===== src/rtl/if_id_buf.sv =====
// ---------------------------------------------------------------------------
// if_id_buf
//
// Instruction buffer between the fetch (IF) and decode (ID) stages. Each
// fetched instruction is captured together with its PC, static branch
// prediction bit and fetch exception flags, and is presented to ID through a
// valid/ready handshake. A flush discards every held entry.
//
// Build option:
//   IF_ID_SKID_EN  defined   -> two-entry skid queue. if_ready_o comes from
//                               registered state only.
//   IF_ID_SKID_EN  undefined -> single-entry pipeline register. if_ready_o
//                               has a combinational path from id_ready_i.
//
// Parameters:
//   PC_WIDTH     width of the PC fields
//   INSTR_WIDTH  width of the instruction fields
//   NOP_INSTR    value driven on id_instr_o while the buffer is empty
//
// Ports:
//   clk, rst_n          clock and synchronous active-low reset
//   if_valid_i          IF offers an entry this cycle
//   if_ready_o          the buffer accepts an entry this cycle
//   if_pc_i, if_instr_i PC and instruction of the offered entry
//   if_prdt_taken_i     static prediction of the offered entry
//   if_pc_misalign_i    fetch-address-misaligned flag of the offered entry
//   if_bus_err_i        fetch bus-error flag of the offered entry
//   flush_i             discard all held and incoming entries
//   id_valid_o          the head entry is valid
//   id_ready_i          ID consumes the head entry this cycle
//   id_pc_o, id_instr_o, id_prdt_taken_o, id_pc_misalign_o, id_bus_err_o
//                       head entry fields (NOP / zero when empty)
//   count_o             number of occupied entries
// ---------------------------------------------------------------------------
module if_id_buf #(
    parameter int                     PC_WIDTH    = 32,
    parameter int                     INSTR_WIDTH = 32,
    parameter logic [INSTR_WIDTH-1:0] NOP_INSTR   = 32'h0000_0013
) (
    input  logic                   clk,
    input  logic                   rst_n,
    input  logic                   if_valid_i,
    output logic                   if_ready_o,
    input  logic [PC_WIDTH-1:0]    if_pc_i,
    input  logic [INSTR_WIDTH-1:0] if_instr_i,
    input  logic                   if_prdt_taken_i,
    input  logic                   if_pc_misalign_i,
    input  logic                   if_bus_err_i,
    input  logic                   flush_i,
    output logic                   id_valid_o,
    input  logic                   id_ready_i,
    output logic [PC_WIDTH-1:0]    id_pc_o,
    output logic [INSTR_WIDTH-1:0] id_instr_o,
    output logic                   id_prdt_taken_o,
    output logic                   id_pc_misalign_o,
    output logic                   id_bus_err_o,
    output logic [1:0]             count_o
);

    typedef struct packed {
        logic [PC_WIDTH-1:0]    pc;
        logic [INSTR_WIDTH-1:0] instr;
        logic                   prdt_taken;
        logic                   pc_misalign;
        logic                   bus_err;
    } entry_t;

    logic [1:0] count_q, count_d;
    entry_t     e0_q, e0_d;
    entry_t     in_entry;
    logic       push, pop;

`ifdef IF_ID_SKID_EN
    entry_t     e1_q, e1_d;

    // Ready depends on registered occupancy only, so ID back-pressure never
    // reaches the IF stage combinationally.
    assign if_ready_o = (count_q != 2'd2);
`else
    // Single register: it can take a new entry when empty or when the
    // current one is leaving in the same cycle.
    assign if_ready_o = (count_q == 2'd0) | id_ready_i;
`endif

    assign in_entry = '{pc:          if_pc_i,
                        instr:       if_instr_i,
                        prdt_taken:  if_prdt_taken_i,
                        pc_misalign: if_pc_misalign_i,
                        bus_err:     if_bus_err_i};

    // Flush kills both sides of the handshake in the same cycle.
    assign push = if_valid_i & if_ready_o & ~flush_i;
    assign pop  = id_valid_o & id_ready_i & ~flush_i;

    // Next occupancy and entry contents. Entry 0 is always the oldest.
    always_comb begin
        count_d = count_q;
        e0_d    = e0_q;
`ifdef IF_ID_SKID_EN
        e1_d    = e1_q;
        case (count_q)
            2'd0: begin
                if (push) begin
                    e0_d    = in_entry;
                    count_d = 2'd1;
                end
            end
            2'd1: begin
                if (push && pop) begin
                    e0_d = in_entry;
                end else if (push) begin
                    e1_d    = in_entry;
                    count_d = 2'd2;
                end else if (pop) begin
                    count_d = 2'd0;
                end
            end
            2'd2: begin
                if (pop) begin
                    e0_d    = e1_q;
                    count_d = 2'd1;
                end
            end
            default: count_d = 2'd0;
        endcase
`else
        case (count_q)
            2'd0: begin
                if (push) begin
                    e0_d    = in_entry;
                    count_d = 2'd1;
                end
            end
            2'd1: begin
                if (push) begin
                    e0_d = in_entry;
                end else if (pop) begin
                    count_d = 2'd0;
                end
            end
            default: count_d = 2'd0;
        endcase
`endif
        if (flush_i) begin
            count_d = 2'd0;
        end
    end

    // Occupancy is the only state that needs a reset; stale entry contents
    // are hidden because the outputs are masked while empty.
    always_ff @(posedge clk) begin
        if (!rst_n) begin
            count_q <= 2'd0;
        end else begin
            count_q <= count_d;
        end
    end

    always_ff @(posedge clk) begin
        e0_q <= e0_d;
`ifdef IF_ID_SKID_EN
        e1_q <= e1_d;
`endif
    end

    assign id_valid_o       = (count_q != 2'd0);
    assign count_o          = count_q;
    assign id_pc_o          = id_valid_o ? e0_q.pc          : '0;
    assign id_instr_o       = id_valid_o ? e0_q.instr       : NOP_INSTR;
    assign id_prdt_taken_o  = id_valid_o & e0_q.prdt_taken;
    assign id_pc_misalign_o = id_valid_o & e0_q.pc_misalign;
    assign id_bus_err_o     = id_valid_o & e0_q.bus_err;

endmodule


===== config.mk =====
export PLATFORM = sky130hd
export DESIGN_NAME = if_id_buf
export DESIGN_NICKNAME = d
export VERILOG_FILES = /design/src/rtl/if_id_buf.sv
export SDC_FILE = /design/constraint.sdc
export NUM_CORES = 1
export LEC_CHECK = 0
export ABC_AREA = 1
export CAP_MARGIN = 25
export CORE_UTILIZATION = 42
export DETAILED_ROUTE_END_ITERATION = 10
export GPL_ROUTABILITY_DRIVEN = 1
export PLACE_DENSITY = 0.94
export SYNTH_ARGS = -nofsm -noshare
export SYNTH_HDL_FRONTEND = slang
export SYNTH_SLANG_ARGS = --single-unit

===== constraint.sdc =====
create_clock -name clk -period 10.6 [get_ports clk]
set_clock_uncertainty 0.2 [all_clocks]
set_input_delay 2.12 -clock clk [delete_from_list [all_inputs] [get_ports clk]]
set_output_delay 2.12 -clock clk [all_outputs]
set_load 0.02 [all_outputs]

## Word level (Yosys, flattened, before mapping)

Cells that the tools add are included.

| cells by class | value |
|---|---|
| bitwise gates (word level) | 10 |
| reductions and logical operators | 6 |
| mux-type cells | 6 |
| equality and inequality tests | 4 |

Operators with widths:

| operator | count |
|---|---|
| $mux 32 | 2 |
| $and 1x1->1 | 7 |
| $mux 2 | 3 |
| $ne 2x2->1 const B | 3 |
| $pmux 2 s2 | 1 |
| $reduce_or 2->1 | 2 |
| $reduce_and 3->1 | 1 |
| $eq 2x1->1 const B | 1 |
| $logic_not 2->1 | 1 |
| $not 1->1 | 2 |
| $reduce_and 2->1 | 1 |
| $reduce_bool 2->1 | 1 |
| $or 1x1->1 | 1 |

| storage, ports and cells | value |
|---|---|
| word-level logic and storage cells | 32 |
| bits in registers | 69 |
| input port bits | 72 |
| output and inout port bits | 71 |

## Longest topological paths before layout

| logic depth | value |
|---|---|
| depth after elaboration | 6 |
| depth in mapped cells | 4 |
| mapped depth without buffers | 4 |

## Least setup slack after synthesis

Ideal clock, no wire load.

| timing | value |
|---|---|
| path kind | input-to-reg |
| start point | in id_ready_i |
| end point | reg e0_q[0] (netlist name), enable pin |
| setup slack | 4696 ps |
| buffers on the path | 0 |
| arrival | 5212 ps |
| required time | 9908 ps |
| library setup time | 492 ps |
| stages on the path | 4 |
| cells stage by stage | inv_1 > nand2_1 > nand2_1 > nor2_1 |

| between the ends | value |
|---|---|
| cells in the longest elaborated chain, start to end | 4 |

Ends and longest elaborated chain:

| item | line | source |
|---|---|---|
| start, declared | 51 | `input logic id_ready_i,` |
| $or 1x1->1 | 82 | `assign if_ready_o = (count_q == 2'd0) \| id_ready_i;` |
| net if_ready_o | 43 | `output logic if_ready_o,` |
| $and 1x1->1 (2 in series) | 92 | `assign push = if_valid_i & if_ready_o & ~flush_i;` |
| net push | 71 | `logic push, pop;` |
| $reduce_and 2->1 (no source line) | n/a |  |
| end signal, assigned | 160 | `e0_q <= e0_d;` |
| end, declared | 69 | `entry_t e0_q, e0_d;` |

The timed path passes the listed nets, and every way through them passes these cells.
A chain may end at the register's enable or synchronous reset.

## Worst setup path after layout

| timing | value |
|---|---|
| start point | in id_ready_i |
| end point | out if_ready_o |

| between the ends | value |
|---|---|
| cells in the longest elaborated chain, start to end | 1 |

Ends and longest elaborated chain:

| item | line |
|---|---|
| $or 1x1->1 | 82 |
| end, declared | 43 |

No other way between the ends.

==> flow_summary.yaml <==
grt:
  grt_util_all_layers_pct: 18.32
  grt_max_degree: 68
  grt_use_met2_pct: 33.11
  use_met1_pct: 18.06
  antenna_found_initial: 0
  gr-usage-met3_pct: 5.955
  grt_pass1_wl_mm: 8.625
  grt_remaining_overflow: 0
  grt-busiest-layer: "met2"
  grt_pass1_vias: 1912
synthesis:
  synth_top_family_by_area: "buffers and inverters"
  synth_nets: 290
  syn_inst: 218
  ys_types: 11
  synth_xor_area_share_pct: 0
  syn_avg_cell_area_um2: 12.08
  synthMuxAreaShare_pct: 0
  synth_simple_gate_area_share_pct: 10.41
  synth_compound_area_share_pct: 0.1901
  yosys.area_share.adder_pct: 0
  postSynthRegisterBits: 68
  yosys_warnings: 0
  ys_seq_area_share_pct: 77.19
  synth_area_mm2: 0.002633
finish:
  final_common_cell: "clkdlybuf4s50_1"
  final_net_count: 435
  drive_gt1_share_pct: 5.163
  layout_common_cells: "clkdlybuf4s50_1 (141), nand2_1 (67), inv_1 (67), edfxtp_1 (67), clkbuf_8 (9)"
  diodes: 0
  area_growth_pct: 64.97
  fillers: 414
  finish.utilization_pct: 72.49
pwr:
  p_leak_nw: 1.994
  powerDensity_mw_per_mm2: 143.7
  ir_drop_uv: 107.0
detailed_routing:
  num_vias: 1891
  wl_per_cell_um: 13.05
  drt_iter0_markers: 83
  first_pass_iters: 4
  drc: 0
  drtAntennaViolNets: 0
  vias_per_cell: 4.269
  drt-total-wl_mm: 5.780
die:
  die_width_um: 81.17
  row_count: 28
  coreArea_mm2: 0.005991
  die_y_um: 81.17
  initial_utilization_pct: 43.94
  ios: 143
  die-area_mm2: 0.006589
worst_setup_path:
  timing.rr.start: "count_o[0]"
  path_max_fanout: 3
  max_stage_delay_ps: 620
  cp-end-kind: "primary output"
  crit_path_start: "id_ready_i"
  path_common_cell: "clkdlybuf4s50_1"
  crit_path_cell_trace: "clkdlybuf4s50_1 > inv_1 > nand2_1 > clkdlybuf4s50_1"
  arrival_ps: 3320
  crit_path_start_kind: "primary input"
  crit_required_ps: 8280
  critical_path_class: "primary input to primary output"
  cp_slowest_cell: "clkdlybuf4s50_1"
cts:
  tritoncts: "built"
  cts_root_buffer: "clkbuf_8"
  cts_buffer_depth: 2
  clkSinkCount: 68
  clk_latency_ps: 320
  cts_setup_buffers: 0
  path_clk_slew_ps: 60
  cts_resized: 0
  numCtsBuffers: 9
  cts_max_level: 3
  hold_buffers: 0
sta:
  finalWorstPathRequiredPeriod_ps: 5636
  fmax_mhz: 177.4
  worst_pin_slew_ps: 826.4
  drv_slew: 0
  max_slew_margin_pct: 44.91
  setup_viol: 0
  finalCritPeriodShare_pct: 53.17
  hold_viol: 0
  fin_ws_ps: 4964
  rsz0062_at_grt: "false"
  tns_ps: 0
outcome:
  status: "complete, no violations"
place:
  pre_cts_ws_ps: 4974
  io_buffers: 141
  dpl.hpwl_mm: 4.132
  finalWeightedCongestion: 0.7396
hold_path:
  hold_start: "count_o[0]"
  hold_path_class: "flop to flop"
flow_run:
  maxCapViolCount: 0
[per-layer routing]
layer	wire length, um	vias to the layer above	share of wire [%]
li1	-	939	-
met1	2027	868	35
met2	3272	73	57
met3	373	11	6.5
met4	106	0	1.8
met5	0	-	0
[state kept, by name, indices dropped and copies added, names as in the netlist]
signal   flops
count_o      1
e0_q        67
[cells by family (layout without fill, tap and decap cells)]
| group | after synthesis | count (layout) |
|---|---|---|
| compound gates | 1 | 1 |
| other cells | 1 | 1 |
| simple gates | 71 | 71 |
| buf+inv | 77 | 227 |
| flops | 68 | 68 |
[critical path, delay by kind of cell]
| family | cells | cell delay [ps] |
|---|---|---|
| and+or+nand+nor | 1 | 80 |
| buffers and inverters | 3 | 1120 |
[area by class of cell]
cell class | instances | area (um^2) | area share (%)
tap | 75 | 93.84 | 2.161
clock buffer | 11 | 131.4 | 3.025
timing repair buffer | 143 | 1439 | 33.13
multi-input combinational | 73 | 290.3 | 6.684
sequential | 68 | 2033 | 46.82
inverter | 68 | 255.2 | 5.877
clock inverter | 5 | 100.1 | 2.305
[through the flow]
step	hold slack [ps]	cell area [um^2]	std cells	power [mW]
2_1_floorplan	701.5	2633	218	0.3412
3_3_place_gp	849.1	4091	426	0.3813
3_5_place_dp	630.5	4111	427	0.3847
4_1_cts	639.6	4343	443	0.6312
5_1_grt	683.3	4343	443	0.6454
6_report	623.8	4343	443	0.6239
[Yosys cell counts]
cell type	count	area (um^2)
buf_4	7	52.55
buf_2	2	10.01
or2_1	3	18.77
a21oi_1	1	5.000
dfxtp_1	1	20.02
edfxtp_1	67	2012
nor2_1	1	3.750
inv_2	1	3.750
inv_1	67	251.5
conb_1	1	3.750
nand2_1	67	251.5
[power by group]
part	total, mW	switching (mW)	internal, mW
clock network	0.245	0.0896	0.156
registers	0.314	0.00431	0.309
logic	0.0650	0.0271	0.0379
[worst paths after layout]
path / slack [ps] / cells after the start / endpoint
max: 4960 / 4 / if_ready_o
min: 620 / 2 / count_o[0]
max reg2reg: 8450 / 4 / e0_q[56]
min reg2reg: 620 / 2 / count_o[0]
Power figures use the tool's default switching activity.
